**config.mk**
```make
export PLATFORM = sky130hd
export DESIGN_NAME = product_accumulator
export DESIGN_NICKNAME = d
export VERILOG_FILES = /design/src/rtl/product_accumulator_pkg.sv /design/src/rtl/acc_adder_12bit.sv /design/src/rtl/product_accumulator.sv
export SDC_FILE = /design/constraint.sdc
export NUM_CORES = 1
export LEC_CHECK = 0
export ABC_CLOCK_PERIOD_IN_PS = 5100
export BUFFER_PORTS_ARGS = -buffer_cell sky130_fd_sc_hd__buf_4
export CORE_MARGIN = 2
export CORE_UTILIZATION = 52
export DETAILED_ROUTE_END_ITERATION = 6
export GPL_ROUTABILITY_DRIVEN = 0
export GPL_TIMING_DRIVEN = 0
export PLACE_DENSITY = 0.89
export SYNTH_ARGS = -nofsm -noshare
export SYNTH_HDL_FRONTEND = slang
export SYNTH_SLANG_ARGS = --single-unit
```
**constraint.sdc**
```tcl
create_clock -name clk -period 5.1 [get_ports clk]
set_input_delay 0.765 -clock clk [delete_from_list [all_inputs] [get_ports clk]]
set_output_delay 0.765 -clock clk [all_outputs]
set_load 0.02 [all_outputs]
```
**src/rtl/product_accumulator_pkg.sv**
```systemverilog
// Shared constants, FSM state encoding and full-adder cell helpers for the
// product accumulator.
package product_accumulator_pkg;

   localparam int ACC_W    = 12;
   localparam int PROD_MAX = 225;

   localparam logic [0:0] ST_ACCUM = 1'b0;
   localparam logic [0:0] ST_DONE  = 1'b1;

   // Full-adder cell: sum output.
   function automatic logic fa_sum(input logic a, input logic b, input logic ci);
      return a ^ b ^ ci;
   endfunction

   // Full-adder cell: carry output (majority of the three inputs).
   function automatic logic fa_carry(input logic a, input logic b, input logic ci);
      return (a & b) | (a & ci) | (b & ci);
   endfunction

endpackage

```
**src/rtl/acc_adder_12bit.sv**
```systemverilog
// 12-bit ripple-carry adder built from full-adder cells. The final carry is
// dropped: the largest possible frame sum (16 * 225 = 3600) fits in 12 bits.
module acc_adder_12bit
   import product_accumulator_pkg::*;
(
   input  logic [ACC_W-1:0] a,
   input  logic [ACC_W-1:0] b,
   output logic [ACC_W-1:0] sum
);

   // Ripple the carry from bit 0 upward through one full-adder cell per bit.
   always_comb begin
      logic carry_s;
      carry_s = 1'b0;
      sum     = {ACC_W{1'b0}};
      for (int i = 0; i < ACC_W; i++) begin
         sum[i]  = fa_sum(a[i], b[i], carry_s);
         carry_s = fa_carry(a[i], b[i], carry_s);
      end
   end

endmodule

```
**src/rtl/product_accumulator.sv**
```systemverilog
// Sums COUNT unsigned 8-bit products per frame, presents the frame sum with a
// valid/ready handshake and counts frames taken by the consumer.
module product_accumulator
   import product_accumulator_pkg::*;
#(
   parameter int COUNT = 4,
   parameter int ACC_W = product_accumulator_pkg::ACC_W
)
(
   input  logic             clk,
   input  logic             rst_n,
   input  logic             clr,
   input  logic             in_valid,
   input  logic [7:0]       in_prod,
   output logic             in_ready,
   output logic             out_valid,
   output logic [ACC_W-1:0] out_sum,
   input  logic             out_ready,
   output logic [3:0]       frame_cnt
);

   localparam logic [3:0] LAST_IDX = 4'(COUNT - 1);

   logic [0:0]       state_r;
   logic [3:0]       idx_r;
   logic [ACC_W-1:0] acc_r;
   logic [3:0]       frame_cnt_r;
   logic [ACC_W-1:0] prod_ext_s;
   logic [ACC_W-1:0] add_s;
   logic             take_s;
   logic             last_s;
   logic             consume_s;

   assign prod_ext_s = {{(ACC_W - 8){1'b0}}, in_prod};
   assign take_s     = in_valid && (state_r == ST_ACCUM);
   assign last_s     = take_s && (idx_r == LAST_IDX);
   assign consume_s  = (state_r == ST_DONE) && out_ready;

   acc_adder_12bit u_adder (
      .a   (acc_r),
      .b   (prod_ext_s),
      .sum (add_s)
   );

   // Two-state frame FSM: collect products in ACCUM, hold the result in DONE.
   always_ff @(posedge clk or negedge rst_n) begin
      if (!rst_n) begin
         state_r <= ST_ACCUM;
      end else if (clr) begin
         state_r <= ST_ACCUM;
      end else begin
         case (state_r)
            ST_ACCUM: begin
               if (last_s) begin
                  state_r <= ST_DONE;
               end else begin
                  state_r <= ST_ACCUM;
               end
            end
            ST_DONE: begin
               if (out_ready) begin
                  state_r <= ST_ACCUM;
               end else begin
                  state_r <= ST_DONE;
               end
            end
            default: state_r <= ST_ACCUM;
         endcase
      end
   end

   // Product index and running sum; the first product of a frame loads directly.
   always_ff @(posedge clk or negedge rst_n) begin
      if (!rst_n) begin
         idx_r <= 4'd0;
         acc_r <= {ACC_W{1'b0}};
      end else if (clr) begin
         idx_r <= 4'd0;
         acc_r <= {ACC_W{1'b0}};
      end else if (take_s) begin
         if (idx_r == 4'd0) begin
            acc_r <= prod_ext_s;
         end else begin
            acc_r <= add_s;
         end
         if (last_s) begin
            idx_r <= 4'd0;
         end else begin
            idx_r <= idx_r + 4'd1;
         end
      end else begin
         idx_r <= idx_r;
         acc_r <= acc_r;
      end
   end

   // Count frames handed to the consumer; an abort leaves the count alone.
   always_ff @(posedge clk or negedge rst_n) begin
      if (!rst_n) begin
         frame_cnt_r <= 4'd0;
      end else if (clr) begin
         frame_cnt_r <= frame_cnt_r;
      end else if (consume_s) begin
         frame_cnt_r <= frame_cnt_r + 4'd1;
      end else begin
         frame_cnt_r <= frame_cnt_r;
      end
   end

   // All outputs come straight from flops.
   assign in_ready  = (state_r == ST_ACCUM);
   assign out_valid = (state_r == ST_DONE);
   assign out_sum   = acc_r;
   assign frame_cnt = frame_cnt_r;

endmodule

```
==> impl_metrics.py <==
metrics = {
    "run_status": {
        "status": "complete, no violations",
    },
    "timing": {
        "timing.final.crit_period_ns": 4.59,
        "tns_ns": 0,
        "tightest_slew_ns": 0.577,
        "fin_crit_sh_pct": 90.1,
        "clock.fmax_mhz": 218,
        "maxSlewHeadroom_pct": 61.4,
        "hold_ws_ns": 0.322,
        "rsz0062_at_grt": "false",
        "maxSlewViolCount": 0,
        "clock_skew_ns": 0.00447,
        "hold_violations": 0,
        "finalSetupViolCount": 0,
    },
    "layout": {
        "final_nets": 182,
        "fin_cells": 182,
        "area_growth_pct": 23.5,
        "fill_cells": 184,
        "fin_area_um2": 1510,
        "diodes": 0,
        "drive_above_1_share_pct": 26.6,
    },
    "clock_network": {
        "cts_resized": 0,
        "clkTransAtPathRegs_ns": 0.11,
        "cts_tree": "built",
        "clk_path_buf_depth": 2,
        "cts_setup_buffers": 0,
        "clk_latency_ns": 0.30,
        "h-tree-depth": 1,
        "cts_sinks": 21,
        "clock-root-buffer": "clkbuf_4",
        "cts_made_buffers": 3,
        "cts_hold_buf": 0,
    },
    "logic_synthesis": {
        "ys_async_sr_fraction_pct": 100,
        "synth_top_flop_cell": "dfrtp_1",
        "yosys_register_bits": 21,
        "synthCells": 120,
        "ys_seq_area_share_pct": 42.9,
        "synth.avg_cell_area_um2": 10.2,
        "synth_edf_count": 0,
        "synth.cell_area_um2": 1220,
        "ys_types": 31,
        "syn_nets": 147,
        "synth_warnings": 0,
    },
    "routing": {
        "ant_nets": 0,
        "drt-vias-per-instance": 5.71,
        "vias": 1039,
        "drt-total-wl_um": 2710,
        "dr.pass1.iters": 4,
        "drc": 0,
        "routedWlPerCell_um": 14.9,
        "drt-initial-drc-count": 31,
    },
    "job": {
        "maxCapViolCount": 0,
    },
    "pwr": {
        "p_leak_nw": 0.739,
        "power_density_nw_per_um2": 232,
        "vdd_drop_max_uv": 215,
        "p_total_w": 0.000351,
    },
    "global_routing": {
        "grt_max_degree": 22,
        "grt_overflow": 0,
        "grt_usage_pct": 23.5,
        "grt_pass1_vias": 1062,
        "antenna_found_initial": 0,
        "grt_pass1_wl_um": 4660,
    },
    "worst_setup_path": {
        "path_cells": "buf_4 -> ha_1 -> fa_1 -> fa_1 -> fa_1 -> fa_1 -> fa_1 -> fa_1 -> fa_1 -> ha_1 -> ha_1 -> ha_1 -> mux2i_1 -> o31ai_1",
        "crit_path_start": "in_prod[0]",
        "worstSetupEndpointType": "flip-flop",
        "required_ns": 5.30,
        "cp.buffers_inverters": 1,
        "crit_slowest_cell": "fa_1",
        "critical_path.top_delay_family": "adder cells",
        "path_common_cell": "fa_1",
        "crit_fanout": 2,
        "r2r-start": "out_sum[0]",
        "max_stage_delay_ns": 0.41,
        "path_class": "in -> reg",
        "startpoint_type": "input pin",
        "arrival_ns": 4.80,
    },
    "floorplanning": {
        "fp.dieH_um": 52.5,
        "initial_utilization_pct": 55.4,
        "core_area_um2": 2210,
        "rows": 17,
        "dieWidth_um": 52.5,
        "io_pins": 31,
        "die_area_um2": 2760,
    },
    "min_path": {
        "worst_hold_path_type": "in -> async",
    },
    "placement": {
        "dp_hpwl_um": 2090,
        "place_area_um2": 1490,
        "dp_cells": 178,
        "io_buffers": 30,
    },
}
==> report_power, final <==
part | internal, W | switching [W] | leakage, nW
clock | 0.0000293 | 0.0000496 | 0.0177
combinational | 0.0000382 | 0.0000496 | 0.438
sequential | 0.000175 | 0.00000932 | 0.284
total | 0.000242 | 0.000108 | 0.739
==> area by class of cell <==
type	instances	area (um^2)	share of cell area, %
flip-flops and latches	21	526	34.7
inverters	5	18.8	1.24
plain buffers	7	41.3	2.73
well taps	28	35.0	2.32
repair buffers	30	225	14.9
clock buffers	3	22.5	1.49
multi-input cells	87	639	42.3
clock inverters	1	5.00	0.331
==> cell usage after synthesis (all sizes together), types with 2 or more instances <==
master | instances | area share [%]
a21oi | 6 | 2.5
buf | 5 | 2.8
clkbuf | 2 | 0.61
dfrtp | 21 | 43
fa | 7 | 11
ha | 7 | 7.1
inv | 5 | 1.5
nand2 | 8 | 2.5
nand2b | 2 | 1.0
nand3 | 4 | 1.6
nor2 | 11 | 3.4
nor3 | 16 | 6.5
nor3b | 2 | 1.6
nor4 | 8 | 4.1
o21ai | 2 | 0.82
xnor2 | 2 | 1.4
==> cells in the final DEF, fill, tap and decap left out, drive strengths merged, types with 2 or more instances in the layout <==
cell type / count
a21oi: 6
clkbuf: 5
nor2: 11
xnor2: 2
dfrtp: 21
fa: 7
ha: 7
nand2: 8
inv: 5
nor4: 8
o21ai: 2
buf: 35
nand2b: 2
nor3: 16
nor3b: 2
nand3: 4
==> kinds of logic (layout without fill, tap and decap cells) <==
kind of cell	after synthesis	in the layout	synth area share, %
simple gates	58	58	25.1
flops	21	21	42.9
fa+ha+maj	14	14	18.6
buf+inv	12	46	4.90
compound gates	10	10	4.60
xor+xnor	3	3	2.15
mux	2	2	1.74
==> path summary, 6_finish.rpt <==
check	end	slack (ns)	cells after the start
worst max-delay path	out_sum[11]	0.51	14
worst min-delay path	out_sum[8]	0.32	1
worst max register to register	out_sum[11]	0.66	13
worst min register to register	frame_cnt[3]	0.49	1
max in group asynchronous	frame_cnt[3]	4.57	1
min in group clk	frame_cnt[3]	0.49	1
==> state kept, by name, summed over array words and instances (netlist names) <==
signal,count
frame_cnt,4
idx_r,4
out_sum,12
out_valid,1
==> routing by layer <==
metal  GRT usage, %  part of all wire, %  vias up
met4           8.55                 0.70        0
met1           30.4                   43      518
li1               -                    -      489
met2           40.0                   53       28
met3           3.43                  3.8        4
met5              0                    0        -
==> metrics by stage <==
step | util [%] | worst slack (ns)
after global routing | 68.4 | 0.400
after global placement | 67.1 | 0.340
final | 68.4 | 0.507
after floorplan | - | 0.601
after detailed placement | 67.1 | 0.171
after CTS | 68.4 | 0.510
Power figures use the tool's default switching activity.
